$ cat src/rtl/procyon_core_pkg.sv
// Shared core types for the fetch miss queue.
//   pcyn_ccu_len_t      : CCU burst length encoding (bytes per transfer)
//   pcyn_ifq_mq_state_t : miss-queue entry state
//   pcyn_ic_offset()    : width of the byte-offset field of an ICache line
//   pcyn_ccu_len()      : CCU length code for a given line size
package procyon_core_pkg;

  typedef enum logic [2:0] {
    PCYN_CCU_LEN_4B   = 3'd0,
    PCYN_CCU_LEN_8B   = 3'd1,
    PCYN_CCU_LEN_16B  = 3'd2,
    PCYN_CCU_LEN_32B  = 3'd3,
    PCYN_CCU_LEN_64B  = 3'd4,
    PCYN_CCU_LEN_128B = 3'd5
  } pcyn_ccu_len_t;

  typedef enum logic [1:0] {
    PCYN_IFQ_MQ_INVALID = 2'd0,
    PCYN_IFQ_MQ_PENDING = 2'd1,
    PCYN_IFQ_MQ_ISSUED  = 2'd2
  } pcyn_ifq_mq_state_t;

  function automatic int pcyn_ic_offset(input int line_size);
    return $clog2(line_size);
  endfunction

  function automatic pcyn_ccu_len_t pcyn_ccu_len(input int line_size);
    case (line_size)
      4:       return PCYN_CCU_LEN_4B;
      8:       return PCYN_CCU_LEN_8B;
      16:      return PCYN_CCU_LEN_16B;
      32:      return PCYN_CCU_LEN_32B;
      64:      return PCYN_CCU_LEN_64B;
      default: return PCYN_CCU_LEN_128B;
    endcase
  endfunction

endpackage

$ cat src/rtl/procyon_ccu_ifq_mq_if.sv
// Fetch-side and CCU-side signals of the instruction fetch miss queue.
//   slave  : the miss queue (drives full, fill and CCU request)
//   master : the fetch unit / CCU environment
interface procyon_ccu_ifq_mq_if
  import procyon_core_pkg::*;
#(
  parameter int OPTN_ADDR_WIDTH   = 32,
  parameter int OPTN_IC_LINE_SIZE = 32
);
  localparam int DATA_W = OPTN_IC_LINE_SIZE * 8;

  logic                       o_ifq_full;
  logic                       i_ifq_alloc_en;
  logic [OPTN_ADDR_WIDTH-1:0] i_ifq_alloc_addr;
  logic                       i_ifq_flush;
  logic                       o_ifq_fill_en;
  logic [OPTN_ADDR_WIDTH-1:0] o_ifq_fill_addr;
  logic [DATA_W-1:0]          o_ifq_fill_data;
  logic                       i_ccu_done;
  logic [DATA_W-1:0]          i_ccu_data;
  logic                       o_ccu_en;
  logic                       o_ccu_we;
  pcyn_ccu_len_t              o_ccu_len;
  logic [OPTN_ADDR_WIDTH-1:0] o_ccu_addr;

  modport slave (
    output o_ifq_full, o_ifq_fill_en, o_ifq_fill_addr, o_ifq_fill_data,
    output o_ccu_en, o_ccu_we, o_ccu_len, o_ccu_addr,
    input  i_ifq_alloc_en, i_ifq_alloc_addr, i_ifq_flush, i_ccu_done, i_ccu_data
  );

  modport master (
    input  o_ifq_full, o_ifq_fill_en, o_ifq_fill_addr, o_ifq_fill_data,
    input  o_ccu_en, o_ccu_we, o_ccu_len, o_ccu_addr,
    output i_ifq_alloc_en, i_ifq_alloc_addr, i_ifq_flush, i_ccu_done, i_ccu_data
  );
endinterface

$ cat src/rtl/procyon_ccu_ifq_mq_entry.sv
// One miss-queue entry: state, cancel bit and line address, plus two line
// comparators (demand merge and prefetch filter).
//   alloc_en/alloc_line : write a new PENDING line
//   issue               : this entry is the queue head
//   done                : head transaction completed
//   flush               : drop pending work, cancel an in-flight head
//   valid/cancelled/line/match/pf_match : status outputs
//
// state   | meaning
// INVALID | free slot
// PENDING | allocated, waiting to reach the head
// ISSUED  | head, request presented to the CCU
module procyon_ccu_ifq_mq_entry
  import procyon_core_pkg::*;
#(
  parameter int LINE_W = 27
) (
  input  logic              clk,
  input  logic              rst,
  input  logic              alloc_en,
  input  logic [LINE_W-1:0] alloc_line,
  input  logic              issue,
  input  logic              done,
  input  logic              flush,
  input  logic [LINE_W-1:0] cmp_line,
  input  logic [LINE_W-1:0] pf_cmp_line,
  output logic              valid,
  output logic              cancelled,
  output logic [LINE_W-1:0] line,
  output logic              match,
  output logic              pf_match
);
  pcyn_ifq_mq_state_t state_q, state_d;
  logic               cancel_q, cancel_d;
  logic [LINE_W-1:0]  line_q, line_d;

  always_ff @(posedge clk) begin
    if (rst) begin
      state_q  <= PCYN_IFQ_MQ_INVALID;
      cancel_q <= 1'b0;
      line_q   <= '0;
    end else begin
      state_q  <= state_d;
      cancel_q <= cancel_d;
      line_q   <= line_d;
    end
  end

  always_comb begin
    state_d  = state_q;
    cancel_d = cancel_q;
    line_d   = line_q;
    if (flush) begin
      // A valid head is already visible to the CCU, so it must run to
      // completion; it is only marked so its fill is dropped.
      if (issue && (state_q != PCYN_IFQ_MQ_INVALID) && !done) begin
        state_d  = PCYN_IFQ_MQ_ISSUED;
        cancel_d = 1'b1;
      end else begin
        state_d  = PCYN_IFQ_MQ_INVALID;
        cancel_d = 1'b0;
      end
    end else if (done) begin
      state_d  = PCYN_IFQ_MQ_INVALID;
      cancel_d = 1'b0;
    end else if (alloc_en) begin
      state_d  = PCYN_IFQ_MQ_PENDING;
      cancel_d = 1'b0;
      line_d   = alloc_line;
    end else if (issue && (state_q == PCYN_IFQ_MQ_PENDING)) begin
      state_d = PCYN_IFQ_MQ_ISSUED;
    end
  end

  assign valid     = (state_q != PCYN_IFQ_MQ_INVALID);
  assign cancelled = cancel_q;
  assign line      = line_q;
  assign match     = valid && !cancel_q && (line_q == cmp_line);
  assign pf_match  = valid && (line_q == pf_cmp_line);
endmodule

$ cat src/rtl/procyon_queue_ctrl.sv
// Circular queue head/tail/count bookkeeping.
//   alloc_cnt  : entries written at the tail this cycle (0, 1 or 2)
//   incr_head  : pop the head
//   flush/flush_keep : drop everything, optionally keeping the head entry
//   head/tail/count/full : registered queue state
module procyon_queue_ctrl #(
  parameter int OPTN_QUEUE_DEPTH = 4,
  localparam int PTR_W = (OPTN_QUEUE_DEPTH > 1) ? $clog2(OPTN_QUEUE_DEPTH) : 1,
  localparam int CNT_W = $clog2(OPTN_QUEUE_DEPTH + 1)
) (
  input  logic             clk,
  input  logic             rst,
  input  logic [1:0]       alloc_cnt,
  input  logic             incr_head,
  input  logic             flush,
  input  logic             flush_keep,
  output logic [PTR_W-1:0] head,
  output logic [PTR_W-1:0] tail,
  output logic [CNT_W-1:0] count,
  output logic             full
);
  logic [PTR_W-1:0] head_q, tail_q;
  logic [CNT_W-1:0] count_q;

  // A single-entry queue never moves its pointers.
  function automatic logic [PTR_W-1:0] ptr_add(input logic [PTR_W-1:0] p, input logic [1:0] n);
    if (OPTN_QUEUE_DEPTH == 1) return '0;
    return p + PTR_W'(n);
  endfunction

  always_ff @(posedge clk) begin
    if (rst) begin
      head_q  <= '0;
      tail_q  <= '0;
      count_q <= '0;
    end else if (flush) begin
      // Surviving head (if any) sits alone; the tail lands right behind it.
      head_q  <= ptr_add(head_q, {1'b0, incr_head});
      tail_q  <= ptr_add(head_q, {1'b0, flush_keep | incr_head});
      count_q <= CNT_W'(flush_keep);
    end else begin
      head_q  <= ptr_add(head_q, {1'b0, incr_head});
      tail_q  <= ptr_add(tail_q, alloc_cnt);
      count_q <= count_q + CNT_W'(alloc_cnt) - CNT_W'(incr_head);
    end
  end

  assign head  = head_q;
  assign tail  = tail_q;
  assign count = count_q;
  assign full  = (count_q == CNT_W'(OPTN_QUEUE_DEPTH));
endmodule

$ cat src/rtl/procyon_ccu_ifq_mq.sv
// Instruction fetch miss queue: merges duplicate line misses, optionally adds
// a next-line prefetch, issues lines to the CCU in FIFO order and returns each
// completed line as a registered fill.
//   clk, rst : clock, synchronous active-high reset
//   ifq      : fetch alloc/flush/fill and CCU request/done signals (slave)
module procyon_ccu_ifq_mq
  import procyon_core_pkg::*;
#(
  parameter int OPTN_ADDR_WIDTH   = 32,
  parameter int OPTN_IFQ_DEPTH    = 4,
  parameter int OPTN_IC_LINE_SIZE = 32,
  parameter int OPTN_IFQ_PREFETCH = 0
) (
  input logic                 clk,
  input logic                 rst,
  procyon_ccu_ifq_mq_if.slave ifq
);
  localparam int IC_OFFSET = pcyn_ic_offset(OPTN_IC_LINE_SIZE);
  localparam int LINE_W    = OPTN_ADDR_WIDTH - IC_OFFSET;
  localparam int PTR_W     = (OPTN_IFQ_DEPTH > 1) ? $clog2(OPTN_IFQ_DEPTH) : 1;
  localparam int CNT_W     = $clog2(OPTN_IFQ_DEPTH + 1);

  logic [PTR_W-1:0]          head, tail, tail_p1;
  logic [CNT_W-1:0]          count;
  logic                      full;
  logic [LINE_W-1:0]         alloc_line, pf_line, head_line;
  logic [OPTN_IFQ_DEPTH-1:0] ent_valid, ent_cancel, ent_match, ent_pf_match;
  logic [OPTN_IFQ_DEPTH-1:0] ent_head, ent_demand, ent_pf;
  logic [LINE_W-1:0]         ent_line [OPTN_IFQ_DEPTH];
  logic                      head_valid, head_cancel, done, pf_room, demand_we, pf_we;

  assign done        = ifq.i_ccu_done;
  assign alloc_line  = ifq.i_ifq_alloc_addr[OPTN_ADDR_WIDTH-1:IC_OFFSET];
  assign pf_line     = alloc_line + LINE_W'(1);
  assign tail_p1     = (OPTN_IFQ_DEPTH == 1) ? '0 : tail + PTR_W'(1);
  assign head_valid  = ent_valid[head];
  assign head_cancel = ent_cancel[head];
  assign head_line   = ent_line[head];

  // Free-space check uses the registered count, so a same-cycle pop never
  // makes room for this cycle's allocations.
  assign pf_room   = (int'(count) + 2) <= OPTN_IFQ_DEPTH;
  assign demand_we = ifq.i_ifq_alloc_en && !ifq.i_ifq_flush && !(|ent_match) && !full;
  assign pf_we     = (OPTN_IFQ_PREFETCH != 0) && demand_we && pf_room && !(|ent_pf_match);

  procyon_queue_ctrl #(.OPTN_QUEUE_DEPTH(OPTN_IFQ_DEPTH)) u_queue_ctrl (
    .clk        (clk),
    .rst        (rst),
    .alloc_cnt  ({pf_we, demand_we && !pf_we}),
    .incr_head  (done),
    .flush      (ifq.i_ifq_flush),
    .flush_keep (head_valid && !done),
    .head       (head),
    .tail       (tail),
    .count      (count),
    .full       (full)
  );

  for (genvar i = 0; i < OPTN_IFQ_DEPTH; i++) begin : g_entry
    assign ent_head[i]   = (head == PTR_W'(i));
    assign ent_demand[i] = demand_we && (tail == PTR_W'(i));
    assign ent_pf[i]     = pf_we && (tail_p1 == PTR_W'(i));

    procyon_ccu_ifq_mq_entry #(.LINE_W(LINE_W)) u_entry (
      .clk         (clk),
      .rst         (rst),
      .alloc_en    (ent_demand[i] || ent_pf[i]),
      .alloc_line  (ent_demand[i] ? alloc_line : pf_line),
      .issue       (ent_head[i]),
      .done        (done && ent_head[i]),
      .flush       (ifq.i_ifq_flush),
      .cmp_line    (alloc_line),
      .pf_cmp_line (pf_line),
      .valid       (ent_valid[i]),
      .cancelled   (ent_cancel[i]),
      .line        (ent_line[i]),
      .match       (ent_match[i]),
      .pf_match    (ent_pf_match[i])
    );
  end

  always_ff @(posedge clk) begin
    if (rst) begin
      ifq.o_ifq_fill_en   <= 1'b0;
      ifq.o_ifq_fill_addr <= '0;
      ifq.o_ifq_fill_data <= '0;
    end else begin
      ifq.o_ifq_fill_en <= done && head_valid && !head_cancel;
      if (done) begin
        ifq.o_ifq_fill_addr <= {head_line, {IC_OFFSET{1'b0}}};
        ifq.o_ifq_fill_data <= ifq.i_ccu_data;
      end
    end
  end

  always_ff @(posedge clk) begin
    if (!rst && done) begin
      assert (head_valid);
    end
  end

  assign ifq.o_ifq_full = full;
  assign ifq.o_ccu_en   = head_valid;
  assign ifq.o_ccu_we   = 1'b0;
  assign ifq.o_ccu_len  = pcyn_ccu_len(OPTN_IC_LINE_SIZE);
  assign ifq.o_ccu_addr = head_valid ? {head_line, {IC_OFFSET{1'b0}}} : '0;
endmodule

$ cat src/flat_wrapper.sv
// flat-port wrapper written by rule: the top's interface ports become plain ports
module procyon_ccu_ifq_mq_flat import procyon_core_pkg::*;
#(
  parameter int OPTN_ADDR_WIDTH   = 32,
  parameter int OPTN_IFQ_DEPTH    = 4,
  parameter int OPTN_IC_LINE_SIZE = 32,
  parameter int OPTN_IFQ_PREFETCH = 0
)
  (clk, rst, ifq_o_ifq_full, ifq_o_ifq_fill_en, ifq_o_ifq_fill_addr, ifq_o_ifq_fill_data, ifq_o_ccu_en, ifq_o_ccu_we, ifq_o_ccu_len, ifq_o_ccu_addr, ifq_i_ifq_alloc_en, ifq_i_ifq_alloc_addr, ifq_i_ifq_flush, ifq_i_ccu_done, ifq_i_ccu_data);
  procyon_ccu_ifq_mq_if #(.OPTN_ADDR_WIDTH(OPTN_ADDR_WIDTH), .OPTN_IC_LINE_SIZE(OPTN_IC_LINE_SIZE)) ifq_i ();
  input logic clk;
  input logic rst;
  output wire logic [$bits(ifq_i.o_ifq_full)-1:0] ifq_o_ifq_full;
  output wire logic [$bits(ifq_i.o_ifq_fill_en)-1:0] ifq_o_ifq_fill_en;
  output wire logic [$bits(ifq_i.o_ifq_fill_addr)-1:0] ifq_o_ifq_fill_addr;
  output wire logic [$bits(ifq_i.o_ifq_fill_data)-1:0] ifq_o_ifq_fill_data;
  output wire logic [$bits(ifq_i.o_ccu_en)-1:0] ifq_o_ccu_en;
  output wire logic [$bits(ifq_i.o_ccu_we)-1:0] ifq_o_ccu_we;
  output wire logic [$bits(ifq_i.o_ccu_len)-1:0] ifq_o_ccu_len;
  output wire logic [$bits(ifq_i.o_ccu_addr)-1:0] ifq_o_ccu_addr;
  input wire logic [$bits(ifq_i.i_ifq_alloc_en)-1:0] ifq_i_ifq_alloc_en;
  input wire logic [$bits(ifq_i.i_ifq_alloc_addr)-1:0] ifq_i_ifq_alloc_addr;
  input wire logic [$bits(ifq_i.i_ifq_flush)-1:0] ifq_i_ifq_flush;
  input wire logic [$bits(ifq_i.i_ccu_done)-1:0] ifq_i_ccu_done;
  input wire logic [$bits(ifq_i.i_ccu_data)-1:0] ifq_i_ccu_data;
  assign ifq_o_ifq_full = ifq_i.o_ifq_full;
  assign ifq_o_ifq_fill_en = ifq_i.o_ifq_fill_en;
  assign ifq_o_ifq_fill_addr = ifq_i.o_ifq_fill_addr;
  assign ifq_o_ifq_fill_data = ifq_i.o_ifq_fill_data;
  assign ifq_o_ccu_en = ifq_i.o_ccu_en;
  assign ifq_o_ccu_we = ifq_i.o_ccu_we;
  assign ifq_o_ccu_len = ifq_i.o_ccu_len;
  assign ifq_o_ccu_addr = ifq_i.o_ccu_addr;
  assign ifq_i.i_ifq_alloc_en = ifq_i_ifq_alloc_en;
  assign ifq_i.i_ifq_alloc_addr = ifq_i_ifq_alloc_addr;
  assign ifq_i.i_ifq_flush = ifq_i_ifq_flush;
  assign ifq_i.i_ccu_done = ifq_i_ccu_done;
  assign ifq_i.i_ccu_data = ifq_i_ccu_data;
  procyon_ccu_ifq_mq #(.OPTN_ADDR_WIDTH(OPTN_ADDR_WIDTH), .OPTN_IFQ_DEPTH(OPTN_IFQ_DEPTH), .OPTN_IC_LINE_SIZE(OPTN_IC_LINE_SIZE), .OPTN_IFQ_PREFETCH(OPTN_IFQ_PREFETCH)) u_core (.clk(clk), .rst(rst), .ifq(ifq_i));
endmodule
$ cat config.mk
export PLATFORM = sky130hd
export DESIGN_NAME = procyon_ccu_ifq_mq_flat
export DESIGN_NICKNAME = d
export VERILOG_FILES = /design/src/rtl/procyon_core_pkg.sv /design/src/rtl/procyon_ccu_ifq_mq_if.sv /design/src/rtl/procyon_ccu_ifq_mq_entry.sv /design/src/rtl/procyon_queue_ctrl.sv /design/src/rtl/procyon_ccu_ifq_mq.sv /design/src/flat_wrapper.sv
export SDC_FILE = /design/constraint.sdc
export NUM_CORES = 1
export LEC_CHECK = 0
export ABC_AREA = 1
export CORE_MARGIN = 2
export CORE_UTILIZATION = 25
export DETAILED_ROUTE_END_ITERATION = 10
export SETUP_SLACK_MARGIN = 0.4
export SLEW_MARGIN = 25
export SYNTH_ARGS = -nofsm -noshare
export SYNTH_HDL_FRONTEND = slang
export SYNTH_SLANG_ARGS = --single-unit
$ cat constraint.sdc
create_clock -name clk -period 2.8 [get_ports clk]
set_input_delay 0.7 -clock clk [delete_from_list [all_inputs] [get_ports clk]]
set_output_delay 0.7 -clock clk [all_outputs]
set_load 0.03 [all_outputs]
# Word-level counts from Yosys, hierarchy flattened
# Cells that the tools add are included.
# W data, S select, Z words.
[word_totals]
elab_cells = 161
ram_bits = 0
rom_bits = 0
inputBits = 293
regBits = 411
latchBits = 0
out_inout_bits = 327
memories = 0
[op_classes]
reduce_logical = 67
magnitude_cmp = 2
div = 0
muxes = 46
n_eq_ne = 15
mul = 0
add_sub_neg = 5
bitwise_logic = 7
n_shift = 0
[op_table]
columns = ["op", "n"]
rows = [
  ["$eq A27 B27 Y1", 4],
  ["$bmux W27 S2", 1],
  ["$mux W27", 2],
  ["$mux W2", 21],
  ["$logic_and A1 B1 Y1", 34],
  ["$mux W32", 1],
  ["$mux W1", 19],
  ["$reduce_bool A4 Y1", 4],
  ["$logic_not A1 Y1", 13],
  ["$eq A2 B1 Y1 const B", 6],
  ["$reduce_and A3 Y1", 4],
  ["$reduce_bool A3 Y1", 4],
  ["$eq A2 B2 Y1 const B", 4],
  ["$reduce_bool A2 Y1", 4],
  ["$add A2 B1 Y2", 3],
  ["$not A1 Y1", 5],
  ["$bmux W1 S2", 2],
  ["$logic_not A2 Y1", 2],
  ["$reduce_or A4 Y1", 1],
  ["$add A3 B1 Y3", 1],
  ["$eq A3 B3 Y1 const B", 1],
  ["$ge A3 B3 Y1 const B", 1],
  ["$lt A2 B3 Y1 const B", 1],
  ["$not A2 Y3", 1],
  ["3 further kinds", 3],
]

# Logic depth before layout (Yosys ltp)
[depth]
ltp_word = 11
depth_mapped = 20
depth_no_buf = 19

# Cells and area by module
# Synthesis repeated with hierarchy kept, for this count alone.
[unflattened]
hier_cells = 3498
area_unflattened_um2 = 22431.5
[by_module_without_submodules]
columns = ["mod", "cells_each", "seq_area_each_um2", "n_inst", "area_each_um2"]
rows = [
  ["procyon_ccu_ifq_mq", 1953, 5685.5, 1, 13123.8],
  ["procyon_ccu_ifq_mq_entry", 373, 600.6, 4, 2223.4],
  ["procyon_queue_ctrl", 53, 140.1, 1, 414.1],
]

# Worst setup path after synthesis
# No wires, ideal clock.
[synth_timing]
kind = "flip-flop to output port"
startpoint = "register u_core.u_queue_ctrl.head_q[1] (netlist: u_core.u_queue_ctrl.head[1])"
endpoint = "output port ifq_o_ccu_addr[22]"
required_time_ps = 2100
slack_ps = -340
path_stages_with_launch = 10
path_buffers = 3
arrival_ps = 2440
cell_sequence = "dfxtp_1 -> buf_2 -> nor2_1 -> inv_1 -> o22ai_1 -> nor3_1 -> inv_1 -> buf_2 -> buf_2 -> nor2_1"
[synth_between]
word_cells_on_any_way = 7
cone_classes = "mux (6); bitwise (1)"
[synth_lines]
columns = ["item", "line_no", "source"]
rows = [
  ["start: declaration", "procyon_queue_ctrl.sv:22", "logic [PTR_W-1:0] head_q, tail_q;"],
  ["start signal: assignment", "procyon_queue_ctrl.sv:38", "head_q <= ptr_add(head_q, {1'b0, incr_head});"],
  ["start signal: assignment", "procyon_queue_ctrl.sv:42", "head_q <= ptr_add(head_q, {1'b0, incr_head});"],
  ["$bmux W1 S2", "procyon_ccu_ifq_mq.sv:36", "assign head_valid = ent_valid[head];"],
  ["$mux W1 (not written as such)", "procyon_ccu_ifq_mq.sv:36", ""],
  ["named net ifq_o_ccu_en", "flat_wrapper.sv:17", "output wire logic [$bits(ifq_i.o_ccu_en)-1:0] ifq_o_ccu_en;"],
  ["$mux W32", "procyon_ccu_ifq_mq.sv:106", "assign ifq.o_ccu_addr = head_valid ? {head_line, {IC_OFFSET{1'b0}}} : '0;"],
  ["end: declaration", "flat_wrapper.sv:20", "output wire logic [$bits(ifq_i.o_ccu_addr)-1:0] ifq_o_ccu_addr;"],
]
# The timed path passes the listed nets, and every way through them passes these cells. The select of a mux whose other input is x is not followed.

# Worst setup path in the final report
[layout_timing]
startpoint = "register u_core.u_queue_ctrl.head_q[0] (netlist: u_core.u_queue_ctrl.head[0])"
endpoint = "output port ifq_o_ccu_addr[6]"
[layout_between]
elab_chain_cells = 5
word_cells_on_any_way = 7
cone_classes = "mux (6); bitwise (1)"
[layout_lines]
columns = ["item", "line_no", "source"]
rows = [
  ["$not A2 Y3 (not written as such)", "procyon_ccu_ifq_mq.sv:38", "assign head_line = ent_line[head];"],
  ["$bmux W27 S2", "procyon_ccu_ifq_mq.sv:38", ""],
  ["$mux W27 (not written as such) (2 in series)", "procyon_ccu_ifq_mq.sv:38", ""],
  ["$mux W32 *", "procyon_ccu_ifq_mq.sv:106", ""],
]
# Every way passes the cells marked *; elsewhere a longest branch is shown, timed or not. The select of a mux whose other input is x is not followed.

==> metrics.md <==
| Metric | Value |
|---|---|
| Setup ws final | -0.07447 ns |
| Crit path kind | flop to output port |
| Critical Path AT | 2.17 ns |
| Clock Path Buffers | 3 |
| # rows | 96 |
| P_leak | between 10 and 15 nW |
| Hold WS | approximately 0.40 ns |
| GR Overflow Total | 0 |
| Pwr dens | 591.2 nW/um^2 |
| Synthesized area | 17360 sq um |
| Commonest non-fill, non-tap cell in the layout | nor2_1 |
| # placed instances | 3892 |
| Largest stage delay on the critical path | ~0.38 ns |
| Vias per inst | 4.462 |
| Synth warnings | 0 |
| Cell family with most CP delay | buffers and inverters |
| Post-synthesis sequential area ratio | a little under half |
| Largest net degree at the start of global routing | 100 |
| Routed via count | between 15000 and 20000 |
| Drc violations | 0 |
| Post-route insts no fill | between 4000 and 5000 |
| Clk slew on worst S/H paths | 0.06 ns |
| CP required | about 2.1 ns |
| Reg2Reg Setup Slack | 0.45 ns |
| FF+latch area | 8244 sq um |
| Antenna viol nets, final | 0 |
| Worst-path cell chain | inv_4 > nor2_4 > inv_4 > o22ai_4 > nor3_4 > inv_4 > buf_6 > buf_12 > nor2_4 > buf_6 |
| Cells after synthesis | 2399 |
| Layout cells sized above 1 | 14.03% |
| Max Clk Rate | ~0.35 GHz |
| Pre-CTS setup slack | -0.5757 ns |
| Number of global-route vias before repair | 17280 |
| Status | finished, violations left |
| Total iterations of the first detailed-routing run | 7 |
| CTS tree | yes |
| Main combinational cell family by area after synthesis | simple AND/OR/NAND/NOR gates |
| Worst hold path cell count | 3 |
| CP max-delay cell | dfxtp_4 |
| Port Buf Inserts | 600 |
| Synth Area in Simple Gates | 26.93% |
| Boundary Pins | 620 |
| CP endpoint kind | output port |
| Mux cell area share after synthesis | 0% |
| Setup TNS | -1.343 ns |
| Tot GR Track Use | 19.86% |
| Final hold viol count | 0 |
| CP bufs+invs | 6 |
| Wire length per cell | 18.44 um |
| Slew Limit Headroom | between 50% and 60% |
| Multi-input gate area | 8434 sq um |
| Worst hold path endpoint | u_core.g_entry[0].u_entry.line[17] |
| Reg-to-Reg Start | u_core.u_queue_ctrl.head[0] |
| Peak VDD IR | 397.5 uV |
| Max cap viols | 0 |
| Clk root buf | clkbuf_16 |
| Clock sink count | 411 |
| DRT iter0 DRCs | 1008 |
| Synthesized flop and latch total | a little over 400 |
| Post-Synth XOR/XNOR Area | 4.037% |
| Clock buffer count from CTS | 50 |
| Die Height | approximately 270 um |
| Reg2Reg Depth | 12 |
| Fin crit period | around 2.9 ns |
| Number of antenna violations at the first check in global routing | 10 |
| Synth Area in Compound Gates | 12.73% |
| Failing checks | setup timing |
| CP Max Fanout | 9 |
| Tightest Pin Transition | 0.6634 ns |
| Worst-skew pair later-pin latency | 0.59 ns |
| Netlist cell types | 34 |
| Hold Crit Class | input port to flop |
| Post-Route WL | around 74000 um |
| RR Endpoint | u_core.ifq.o_ifq_fill_en |
| First-pass GRT wire length | 108100 um |
| Die ar. | between 70000 and 80000 sq um |
| Post-DP HPWL | 54730 um |
| Final period util | 102.7% |
| Syn avg cell area | 7.234 sq um |
| Synth-to-Final Area Change | 58.47% |
| RSZ-0062 raised after global routing | true |
| CP most frequent cell | inv_4 |
| Area of the core | 68710 sq um |
| Nets | 3344 |
| Fillers | 7121 |
| Startpoint class of the critical path | flop |
| Most frequent cells in the layout | 701 x nor2_1, 462 x clkdlybuf4s50_1, 402 x dfxtp_1 |
| Area share of fa/ha/maj cells after synthesis | 0.4758% |
| Initial core utilization | 25.26% |
| Max Slew Vio Count | 0 |
| Final setup fails | 25 |
| Htree depth | 2 |
| Gpl congestion | 0.8832 |
| Die width | about 270 um |
| Critical hold path startpoint | ifq_i_ifq_alloc_addr[22] |
| Clk_skew | 0.01877 ns |
## worst min-delay path: cells and delay by family
| kind | cells | cell delay, ns |
|---|---|---|
| buf+inv | 1 | 0.13 |
| simple gates | 2 | 0.13 |
## state kept, by name, summed over array words and instances (netlist names)
register                          flops
u_core.ifq.o_ifq_fill_data          256
u_core.g_entry.u_entry.cancelled      4
u_core.ifq.o_ifq_fill_addr           27
u_core.u_queue_ctrl.tail              2
u_core.u_queue_ctrl.head              2
u_core.g_entry.u_entry.line         108
u_core.u_queue_ctrl.count             3
u_core.g_entry.u_entry.state_q        8
u_core.ifq.o_ifq_fill_en              1
## metrics by stage
step                utilization [%]  total power [mW]  area, sq um
CTS                           39.82             16.42        27360
detailed placement            36.38             9.723        25000
global route                  40.03             16.90        27500
finish                        40.03             16.26        27500
global placement              36.38             9.714        25000
floorplan                         -             8.159        17710
## where the power goes
part / switching (mW) / internal [mW] / total (mW)
clock network: 2.63 / 3.83 / 6.46
registers: 0.197 / 6.20 / 6.40
logic: 1.97 / 1.43 / 3.40
## synth_stat cells, drive strengths merged
cell | number | area, sq um
conb | 2 | 7.510
nand4 | 60 | 417.9
buf | 77 | 525.5
o22ai | 29 | 181.4
nand2 | 337 | 1267
a221oi | 27 | 236.5
nor3 | 2 | 10.01
clkinv | 4 | 15.01
o211ai | 28 | 210.2
dfxtp | 411 | 8228
xor2 | 39 | 341.6
clkbuf | 112 | 420.4
nor2 | 751 | 2834
a22oi | 1 | 7.510
or2 | 4 | 25.03
xnor2 | 41 | 359.1
nand3 | 24 | 120.1
o21ai | 259 | 1296
fa | 1 | 20.02
ha | 5 | 62.56
a2111oi | 1 | 8.760
a21oi | 53 | 269.0
inv | 131 | 491.7
## worst max-delay path by stage
| stage | from | depth (start not counted) | end |
|---|---|---|---|
| 5_1_grt | u_core.u_queue_ctrl.head[0] | 10 | ifq_o_ccu_addr[9] |
| 3_3_place_gp | ifq_i_ifq_alloc_addr[26] | 18 | u_core.u_queue_ctrl.count[2] |
| 6_report | u_core.u_queue_ctrl.head[0] | 10 | ifq_o_ccu_addr[6] |
| 3_5_place_dp | ifq_i_ifq_alloc_addr[22] | 18 | u_core.u_queue_ctrl.count[2] |
| 2_1_floorplan | ifq_i_ifq_alloc_addr[14] | 16 | u_core.u_queue_ctrl.count[2] |
| 4_1_cts | u_core.u_queue_ctrl.head[0] | 10 | ifq_o_ccu_addr[6] |
## final cells by class
type | instances | area share [%]
Multi-Input combinational cell | 1676 | 30.67
Inverter | 135 | 1.952
Sequential cell | 411 | 29.98
Clock buffer | 73 | 5.268
Tap cell | 931 | 4.235
Timing Repair Buffer | 771 | 27.35
Clock inverter | 13 | 0.5414
Antenna cell | 1 | 0.009099
## logic make-up (layout without fill, tap and decap cells)
| kind of cell | after synthesis | in the layout |
|---|---|---|
| AO/OA/AOI/OAI | 398 | 398 |
| XOR/XNOR | 80 | 80 |
| adder cells (fa/ha/maj) | 6 | 6 |
| buffers and inverters | 324 | 992 |
| flip-flops | 411 | 411 |
| other | 2 | 15 |
| AND/OR/NAND/NOR | 1178 | 1178 |
## what timing repair did
action	in CTS	in global routing
pin swaps	53	33
hold buffers	0	0
cloned	1	0
setup buffers	26	5
endpoints found under the setup margin	102	43
resized for setup	283	74
hold endpoints to repair	0	0
## routing by layer
layer	track usage, %	up-vias	share of wire [%]
met1	21.12	8269	37
met4	9.059	12	4.7
met3	5.443	157	6.7
li1	-	8916	-
met5	0	-	0.11
met2	36.34	542	52
Power figures use the tool's default switching activity.
